File: src/rtl/branch_predictor.sv
// branch_predictor: direct-mapped branch target buffer with saturating
// direction counters. Gives a zero-latency taken/target prediction for the
// fetch PC. It is trained by the resolve stage and keeps saturating
// branch and mispredict statistics.
module branch_predictor #(
  parameter int ADDR_W  = 16,
  parameter int ENTRIES = 16,
  parameter int CNT_W   = 2,
  parameter int STAT_W  = 16
) (
  input  logic              clk,
  input  logic              rst,
  input  logic              en,
  input  logic              clear,
  input  logic [ADDR_W-1:0] lk_pc,
  output logic              pred_taken,
  output logic [ADDR_W-1:0] pred_target,
  output logic              pred_hit,
  input  logic              upd_valid,
  input  logic [ADDR_W-1:0] upd_pc,
  input  logic              upd_taken,
  input  logic [ADDR_W-1:0] upd_target,
  input  logic              upd_pred_taken,
  input  logic [ADDR_W-1:0] upd_pred_target,
  output logic              mispredict,
  output logic [STAT_W-1:0] branch_cnt,
  output logic [STAT_W-1:0] mispredict_cnt
);

  localparam int IDX_W = $clog2(ENTRIES);
  localparam int TAG_W = ADDR_W - IDX_W;

  // Weakly-not-taken / weakly-taken sit just either side of the MSB flip.
  localparam logic [CNT_W-1:0] CNT_WNT = CNT_W'((1 << (CNT_W - 1)) - 1);
  localparam logic [CNT_W-1:0] CNT_WT  = CNT_W'(1 << (CNT_W - 1));
  localparam logic [CNT_W-1:0] CNT_MAX = '1;

  logic              valid_q [ENTRIES];
  logic [TAG_W-1:0]  tag_q   [ENTRIES];
  logic [ADDR_W-1:0] tgt_q   [ENTRIES];
  logic [CNT_W-1:0]  cnt_q   [ENTRIES];

  logic [IDX_W-1:0]  lk_idx;
  logic [TAG_W-1:0]  lk_tag;
  logic [IDX_W-1:0]  upd_idx;
  logic [TAG_W-1:0]  upd_tag;
  logic              upd_hit;
  logic [CNT_W-1:0]  upd_cnt;
  logic [CNT_W-1:0]  upd_cnt_next;
  logic              upd_write;

  assign lk_idx  = lk_pc[IDX_W-1:0];
  assign lk_tag  = lk_pc[ADDR_W-1:IDX_W];
  assign upd_idx = upd_pc[IDX_W-1:0];
  assign upd_tag = upd_pc[ADDR_W-1:IDX_W];

  // Lookup reads the registered table only, so a same-cycle update to the
  // same index shows up one cycle later.
  assign pred_hit    = valid_q[lk_idx] & (tag_q[lk_idx] == lk_tag);
  assign pred_taken  = pred_hit & cnt_q[lk_idx][CNT_W-1];
  assign pred_target = pred_taken ? tgt_q[lk_idx] : lk_pc + ADDR_W'(1);

  assign mispredict = upd_valid &
                      ((upd_taken != upd_pred_taken) |
                       (upd_taken & (upd_pred_target != upd_target)));

  assign upd_hit   = valid_q[upd_idx] & (tag_q[upd_idx] == upd_tag);
  assign upd_cnt   = cnt_q[upd_idx];
  assign upd_write = en & upd_valid & ~clear;

  // Saturating step of the counter held at the updated index.
  always_comb begin
    upd_cnt_next = upd_cnt;
    if (upd_taken) begin
      if (upd_cnt != CNT_MAX) upd_cnt_next = upd_cnt + CNT_W'(1);
    end else begin
      if (upd_cnt != '0) upd_cnt_next = upd_cnt - CNT_W'(1);
    end
  end

  for (genvar i = 0; i < ENTRIES; i++) begin : g_entry
    logic              v_q;
    logic [TAG_W-1:0]  t_q;
    logic [ADDR_W-1:0] a_q;
    logic [CNT_W-1:0]  c_q;
    logic              sel;

    assign sel = upd_write & (upd_idx == IDX_W'(i));

    // Per-entry state: clear invalidates everything, otherwise train or allocate.
    always_ff @(posedge clk or posedge rst) begin
      if (rst) begin
        v_q <= 1'b0;
        t_q <= '0;
        a_q <= '0;
        c_q <= CNT_WNT;
      end else if (en && clear) begin
        v_q <= 1'b0;
        c_q <= CNT_WNT;
      end else if (sel) begin
        if (upd_hit) begin
          c_q <= upd_cnt_next;
          if (upd_taken) a_q <= upd_target;
        end else if (upd_taken) begin
          v_q <= 1'b1;
          t_q <= upd_tag;
          a_q <= upd_target;
          c_q <= CNT_WT;
        end
      end
    end

    assign valid_q[i] = v_q;
    assign tag_q[i]   = t_q;
    assign tgt_q[i]   = a_q;
    assign cnt_q[i]   = c_q;
  end

  // Statistics count every resolved branch, including those that arrive
  // alongside a clear; they stick at all-ones rather than wrapping.
  always_ff @(posedge clk or posedge rst) begin
    if (rst) begin
      branch_cnt     <= '0;
      mispredict_cnt <= '0;
    end else if (en && upd_valid) begin
      if (branch_cnt != '1) branch_cnt <= branch_cnt + STAT_W'(1);
      if (mispredict && (mispredict_cnt != '1))
        mispredict_cnt <= mispredict_cnt + STAT_W'(1);
    end
  end

endmodule

File: config.mk
export PLATFORM = sky130hd
export DESIGN_NAME = branch_predictor
export DESIGN_NICKNAME = d
export VERILOG_FILES = /design/src/rtl/branch_predictor.sv
export SDC_FILE = /design/constraint.sdc
export NUM_CORES = 1
export LEC_CHECK = 0
export CAP_MARGIN = 20
export CORE_UTILIZATION = 50
export CTS_BUF_LIST = sky130_fd_sc_hd__clkbuf_2
export CTS_CLUSTER_DIAMETER = 200
export CTS_CLUSTER_SIZE = 28
export DETAILED_ROUTE_END_ITERATION = 16
export PLACE_DENSITY = 0.72
export SETUP_SLACK_MARGIN = 0.3
export SYNTH_ARGS = -nofsm -noshare
export SYNTH_HDL_FRONTEND = slang
export SYNTH_SLANG_ARGS = --single-unit
File: constraint.sdc
create_clock -name clk -period 52.4 [get_ports clk]
set_input_delay 10.48 -clock clk [delete_from_list [all_inputs] [get_ports clk]]
set_output_delay 10.48 -clock clk [all_outputs]
set_load 0.03 [all_outputs]
==> results of run 1 <==
[power groups by stage]
stage | combinational, mW | sequential (mW) | clock [mW]
finish | 0.134 | 0.461 | 0.150
floorplan | 0.0895 | 0.466 | 0
detailed placement | 0.134 | 0.465 | 0
global route | 0.143 | 0.465 | 0.167
CTS | 0.134 | 0.460 | 0.155
global placement | 0.131 | 0.463 | 0
[layout make-up]
cell class | count | area [um^2]
clock inverters | 2 | 60.1
repair buffers | 163 | 1550
fillers | 4465 | 24800
multi-input cells | 1254 | 13400
clock buffers | 38 | 190
inverters | 18 | 75.1
flip-flops and latches | 528 | 13200
well taps | 696 | 871
diodes | 2 | 5.00
[layer usage]
metal / routed length, um / track usage
met4: 1900 / 0.0708
met1: 30800 / 0.371
met2: 36000 / 0.443
met3: 4840 / 0.0410
met5: 27 / 0
[cell families after synthesis]
group,synth area share
simple gates,0.0533
buf+inv,0.0343
mux,0.354
flops,0.481
xor+xnor,0.0290
compound gates,0.0467
fa+ha+maj,0.00209
[flip-flops by register name, summed over array words and instances (netlist names)]
name,cells
g_entry.a_q,256
g_entry.t_q,192
g_entry.c_q,32
branch_cnt,16
g_entry.v_q,16
mispredict_cnt,16
[per-stage QoR]
stage / power [mW] / setup slack (ns) / hold WS, ns / cell area [um^2] / cells
after floorplan: 0.556 / 27.19 / 0.441 / 27500 / 1980
after global placement: 0.594 / 26.90 / 0.454 / 29100 / 2657
after detailed placement: 0.599 / 26.98 / 0.464 / 29100 / 2657
after CTS: 0.749 / 26.96 / 0.513 / 29300 / 2697
after global routing: 0.776 / 26.66 / 0.534 / 29400 / 2700
final: 0.744 / 26.93 / 0.511 / 29400 / 2701
[how the worst max path moves through the flow]
| stage | slack, ns | start | depth (start not counted) | endpoint |
|---|---|---|---|---|
| after global routing | 26.66 | lk_pc[1] | 11 | pred_target[13] |
| after floorplan | 27.19 | rst | 1 | branch_cnt[0] |
| after global placement | 26.90 | lk_pc[1] | 11 | pred_target[13] |
| after detailed placement | 26.98 | lk_pc[1] | 11 | pred_target[13] |
| final | 26.93 | lk_pc[1] | 11 | pred_target[13] |
| after CTS | 26.96 | lk_pc[1] | 11 | pred_target[13] |
[synthesized netlist by cell type, drive strengths merged, types with 18 or more instances]
cell    count  area (um^2)
o311ai     22          193
clkbuf    100          375
dfrtp     512        12800
o21ai      20          100
and3       18          113
nor2       30          113
nand2     167          634
a21oi      33          255
nand3      38          213
buf        80          502
o211ai     19          143
mux2      439         4940
mux2i      55          551
xnor2      65          569
mux4      187         4240
xor2       26          228
[critical path, cell delays in order]
cell and delay (ns):
buf_6 0.74, buf_4 0.62, mux4_2 0.58, a211oi_1 0.25
a21oi_1 0.09, xor2_1 0.20, nor4_1 0.32, and4_1 0.23
buf_4 0.33, mux2_2 0.43, clkdlybuf4s50_1 0.61
==> impl_metrics.ini, run 1 <==
[outcome]
status = complete, no violations

[grt]
grt_use_total = 0.268
grt_max_degree = 102
antenna_found_initial = 4
grt_pass1_wl_um = 114000
grt_pass1_vias = 18200
grt_overflow = 0

[cts]
htree_levels = 1
cts_resized = 0
post_cts_buffers = 0
root_buffer = clkbuf_2
clk_pin_slew_ns = 0.49
tritoncts.num_buffers = 22
cts_tree = built
cts_buffer_depth = 3
ctsHoldBuffers = 0
clock_sinks = 528
worstSkewPairLatency_ns = 1.25

[synth]
synth_cell_type_count = 67
ys_async_sr_fraction = 1.00
synth_area_um2 = 27500
ys.flop_type = dfrtp_1
synthCells = 1980
synth_seq_area_share = 0.481
ys_warn_count = 0
synth_edf_count = 0
ys_ff_latch = 528
synth.avg_cell_area_um2 = 13.9
syn_nets = 2054

[cells_and_area]
drive_gt1_frac = 0.376
final_cell_mix = dfrtp_1, mux2_2, mux4_2
fin_nets = 2061
final_util = 0.543
area_delta_synth_final_pct = 6.77
final_common_cell = dfrtp_1

[pwr]
pwr-share-clk = 0.202
ir_drop_mv = 0.0156
swShare = 0.284
p_sw_uw = 211
combPwrFrac = 0.180
p_leak_nw = 13.4
pwr_density_cell_nw_per_um2 = 25.3
p_seq_frac = 0.619
p_int_uw = 533

[routing]
dr_total_vias = 17400
drtIter0Drc = 1631
first_pass_iters = 5
drt_wl_total_um = 73600
drc = 0
viasPerCell = 6.44
wl_per_cell_um = 27.2
antenna_left = 0

[critical_path]
required_ns = 41.92
crit_arrival_ns = 14.99
reg2reg_depth = 9
path_class = in2out
rr_endpoint = g_entry[4].c_q[1]
reg2reg_slack_ns = 48.48
endpoint_kind = primary output
rr_startpoint = g_entry[1].t_q[9]
cp_max_fo = 85
setup.worst_path.start_class = input pin

[timing]
relSlewSlack = 0.247
fin_skew_ns = 0.0862
worst_slew_pin_slew_ns = 1.13
post-route-period-util = 0.486
tns_ns = 0
rsz0062_at_grt = false
hold_viol_final = 0
finalSetupViolCount = 0
period_needed_ns = 25.47
fmax_mhz = 39.3
final_max_slew_viol_count = 0

[die]
chipWidth_um = 237
dieHeight_um = 237
die_area_um2 = 56000
boundaryPins = 122
core_area_um2 = 54100
core.rowCount = 85
initial_utilization = 0.508

[min_path]
hp-start = branch_cnt[5]
hold_class = reg2reg
hold_end = branch_cnt[5]
min_path_cells = 1

[placed_design]
dpl.hpwl_um = 46100
io_buffers = 121
place_congestion = 0.849

[run]
maxCapViolCount = 0
No activity file was read; power rests on OpenSTA's default activity.
==> run 2, diff against run 1 <==
- PLACE_DENSITY: 0.72 -> 0.74
- clock period: 52.4 -> 22.9 ns (I/O delays scaled with it)
==> impl_metrics.ini, run 2 (same netlist as run 1, synthesis figures left out) <==
[die]
chipWidth_um = 237
core_area_um2 = 54100
boundaryPins = 122
die_area_um2 = 56000
core.rowCount = 85
dieHeight_um = 237
initial_utilization = 0.508

[timing]
worst_slew_pin_slew_ns = 1.13
final_max_slew_viol_count = 0
fmax_mhz = 69.8
period_needed_ns = 14.32
finalSetupViolCount = 0
relSlewSlack = 0.250
setup_ws_ns = 8.58
tns_ns = 0
hold_viol_final = 0
fin_hold_ws_ns = 0.506
fin_skew_ns = 0.0359
post-route-period-util = 0.625
rsz0062_at_grt = false

[critical_path]
required_ns = 18.32
setup.worst_path.start_class = input pin
crit_arrival_ns = 9.74
critPathSlowestCell = and4_1
path_class = in2out
cp_max_fo = 66
path_cells = buf_6, buf_4, mux4_2, nor2b_1, a211oi_1, a21oi_1, xor2_1, nor4_1, and4_1, mux2_2, clkdlybuf4s50_1
critPathMaxStageDelay_ns = 1.00
endpoint_kind = primary output

[cts]
worstSkewPairLatency_ns = 1.18
htree_levels = 1
clk_pin_slew_ns = 0.49
cts_buffer_depth = 3
cts_resized = 0
tritoncts.num_buffers = 22
ctsHoldBuffers = 0
root_buffer = clkbuf_2
clock_sinks = 528
cts_tree = built
post_cts_buffers = 0

[routing]
wl_per_cell_um = 27.5
antenna_left = 0
drc = 0
drt_wl_total_um = 74300
viasPerCell = 6.53
first_pass_iters = 6
drtIter0Drc = 1695
dr_total_vias = 17600

[cells_and_area]
largest_reg_flops = 256
final_util = 0.543
fill_cells = 4424
top_regs = g_entry.a_q: 256 flops, g_entry.t_q: 192 flops, g_entry.c_q: 32 flops
final_cell_mix = dfrtp_1, mux2_2, mux4_2
final-seq-area_um2 = 13200
area_delta_synth_final_pct = 6.77
fin_nets = 2063
drive_gt1_frac = 0.375
regMostFlops = g_entry.a_q
final_common_cell = dfrtp_1
multi_input_area_um2 = 13400

[outcome]
status = complete, no violations

[grt]
grt_overflow = 0
grt_pass1_wl_um = 114000
grt_pass1_vias = 18300
grt_max_degree = 157
antenna_found_initial = 4
grt_use_total = 0.269

[placed_design]
pre_cts_ws_ns = 8.63
place_congestion = 0.851
dpl.hpwl_um = 46300
io_buffers = 121

[pwr]
pwr_density_cell_nw_per_um2 = 57.4
p_leak_nw = 13.4
ir_drop_mv = 0.0375

[min_path]
hold_class = reg2reg

[run]
maxCapViolCount = 0
==> run 2: cell types whose count changed in the layout (fill, tap and decap cells not counted), moves of 2 or more <==
cell      change
buf_16        +2
diode_2       +2
clkbuf_2      -7
a21oi_4       -2
buf_4         -2
a21oi_2       +2
==> run 2: where the power goes <==
part           internal (mW)  total, mW  switching (mW)
sequential              1.01       1.05          0.0472
combinational          0.151      0.308           0.158
clock                 0.0456      0.323           0.277
total                   1.20       1.68           0.482
==> run 2: worst paths after layout <==
| path | slack, ns | end | startpoint | depth (start not counted) |
|---|---|---|---|---|
| worst min register to register | 0.51 | branch_cnt[5] | branch_cnt[5] | 1 |
| max in group asynchronous | 17.13 | g_entry[6].a_q[8] | rst | 6 |
| min in group asynchronous | 3.66 | g_entry[0].a_q[2] | rst | 2 |
| worst min-delay path | 0.51 | branch_cnt[5] | branch_cnt[5] | 1 |
| worst max-delay path | 8.58 | pred_target[3] | lk_pc[1] | 11 |
| worst max register to register | 18.91 | g_entry[10].v_q | g_entry[3].t_q[9] | 9 |
==> run 2: critical path: cells and delay by family <==
kind                      cells  cell delay, ns
AOI/OAI and AO/OA             2            0.38
buffers and inverters         3            2.05
xor gates and xnor gates      1            0.19
muxes                         2            1.00
and+or+nand+nor               3            1.44
==> run 2: per-layer routing <==
| metal | GRT usage | vias up | part of all wire |
|---|---|---|---|
| met3 | 0.0458 | 160 | 0.070 |
| met1 | 0.374 | 9395 | 0.42 |
| met5 | 0 | - | 0.00018 |
| met4 | 0.0874 | 2 | 0.034 |
| met2 | 0.432 | 693 | 0.48 |
| li1 | - | 7348 | - |
==> run 2: area by class of cell <==
class                           instances  share of cell area
Multi-Input combinational cell       1254               0.455
Sequential cell                       528               0.450
Timing Repair Buffer                  165              0.0553
Tap cell                              696              0.0296
Clock buffer                           31             0.00528
Inverter                               18             0.00256
Clock inverter                          1             0.00102
Antenna cell                            4            0.000341
==> run 2: through the flow <==
step / power [mW] / instance area [um^2] / cells
floorplan: 1.27 / 27500 / 1980
global placement: 1.36 / 29100 / 2656
detailed placement: 1.37 / 29100 / 2657
CTS: 1.69 / 29300 / 2689
global route: 1.75 / 29400 / 2694
finish: 1.68 / 29400 / 2697
==> run 3, diff against run 2 <==
- clock period: 22.9 -> 11.9 ns (I/O delays scaled with it)
==> impl_metrics.ini, run 3 (same netlist as run 1, synthesis figures left out) <==
[outcome]
status = complete, no violations

[cells_and_area]
top_regs = g_entry.a_q: 256 flops, g_entry.t_q: 192 flops, g_entry.c_q: 32 flops
drive_gt1_frac = 0.375
largest_reg_flops = 256
final_util = 0.542
area_delta_synth_final_pct = 6.72
final-seq-area_um2 = 13200
postLayoutCellArea_um2 = 29400
regMostFlops = g_entry.a_q
multi_input_area_um2 = 13400
fill_cells = 4437
final_cell_mix = dfrtp_1, mux2_2, mux4_2
final_common_cell = dfrtp_1
fin_nets = 2064
stdcell_count = 2697

[grt]
global_route.usage.met3 = 0.0420
top_usage_layer = met2
grt_max_degree = 188
gr-usage-met1 = 0.372
grt_use_total = 0.264
use_met2 = 0.422
grt_overflow = 0
grt_pass1_wl_um = 113000
grt_pass1_vias = 18300
antenna_found_initial = 4

[die]
die_area_um2 = 56000
boundaryPins = 122
initial_utilization = 0.508
dieHeight_um = 237
core_area_um2 = 54100
chipWidth_um = 237
core.rowCount = 85

[routing]
dr_total_vias = 17400
antenna_left = 0
drc = 0
viasPerCell = 6.45
drtIter0Drc = 1529
wl_per_cell_um = 27.0
drt_wl_total_um = 72900
first_pass_iters = 5

[timing]
fin_hold_ws_ns = 0.509
worst_slew_pin_slew_ns = 1.23
hold_viol_final = 0
final_max_slew_viol_count = 0
setup_ws_ns = 2.43
post-route-period-util = 0.796
rsz0062_at_grt = false
fmax_mhz = 106
finalSetupViolCount = 0
fin_skew_ns = 0.0580
tns_ns = 0
period_needed_ns = 9.47
relSlewSlack = 0.180

[critical_path]
endpoint_kind = primary output
setup.worst_path.start_class = input pin
required_ns = 9.52
reg2reg_depth = 10
crit_arrival_ns = 7.09
cp_max_fo = 56
path_class = in2out

[cts]
ctsHoldBuffers = 0
tritoncts.num_buffers = 22
worstSkewPairLatency_ns = 1.16
cts_resized = 0
post_cts_buffers = 0
cts_tree = built
cts_buffer_depth = 3
clock_sinks = 528
root_buffer = clkbuf_2
htree_levels = 1
clk_pin_slew_ns = 0.51

[placed_design]
pre_cts_ws_ns = 2.49
placed_cell_area_um2 = 29100
io_buffers = 121
dp_cells = 2659
dpl.hpwl_um = 46300
place_congestion = 0.853

[pwr]
pwr_density_cell_nw_per_um2 = 110
total_power_mw = 3.24
p_leak_nw = 13.4
ir_drop_mv = 0.0661

[min_path]
hold_class = reg2reg
min_path_cells = 1

[run]
maxCapViolCount = 0
run 3: cell count changes in the layout (fill, tap and decap cells not counted), sizes merged:
| cell | delta |
|---|---|
| clkinvlp | +1 |
| inv | -1 |
| buf | +1 |
| diode | -1 |
run 3: final timing paths:
path | endpoint | slack, ns | from
max | pred_target[2] | 2.43 | lk_pc[1]
min | mispredict_cnt[11] | 0.51 | mispredict_cnt[11]
max reg2reg | g_entry[11].t_q[2] | 7.85 | g_entry[9].t_q[5]
min reg2reg | mispredict_cnt[11] | 0.51 | mispredict_cnt[11]
max in group asynchronous | g_entry[8].t_q[5] | 8.10 | rst
min in group asynchronous | g_entry[8].a_q[1] | 1.65 | rst
run 3: final cells by class:
class | count | area share
antenna | 3 | 0.000256
inverter | 18 | 0.00243
timing repair buffer | 166 | 0.0551
tap | 696 | 0.0297
clock buffer | 31 | 0.00528
clock inverter | 1 | 0.00102
sequential | 528 | 0.451
multi-input combinational | 1254 | 0.456
run 3: metal layers:
metal  vias up  share of wire  routed length, um
li1       7341              -                  -
met1      9240           0.42              30700
met2       687           0.47              34400
met3       137          0.071               5180
met4         4          0.034               2510
met5         -        0.00033                 24
run 3: worst max-delay path: stages:
cell	delay, ns
buf_6	0.54
buf_4	0.57
mux4_2	0.57
nor2b_1	0.14
a211oi_1	0.21
a21oi_1	0.08
xor2_1	0.19
nor4_1	0.35
and4_1	0.97
mux2_2	0.42
clkdlybuf4s50_1	0.60
run 3: power breakdown:
part | switching [mW] | leakage [nW] | internal [mW] | total (mW)
Clock | 0.528 | 0.143 | 0.0878 | 0.616
Sequential | 0.0919 | 7.16 | 1.94 | 2.03
Combinational | 0.302 | 6.05 | 0.289 | 0.591
Total | 0.923 | 13.4 | 2.31 | 3.24
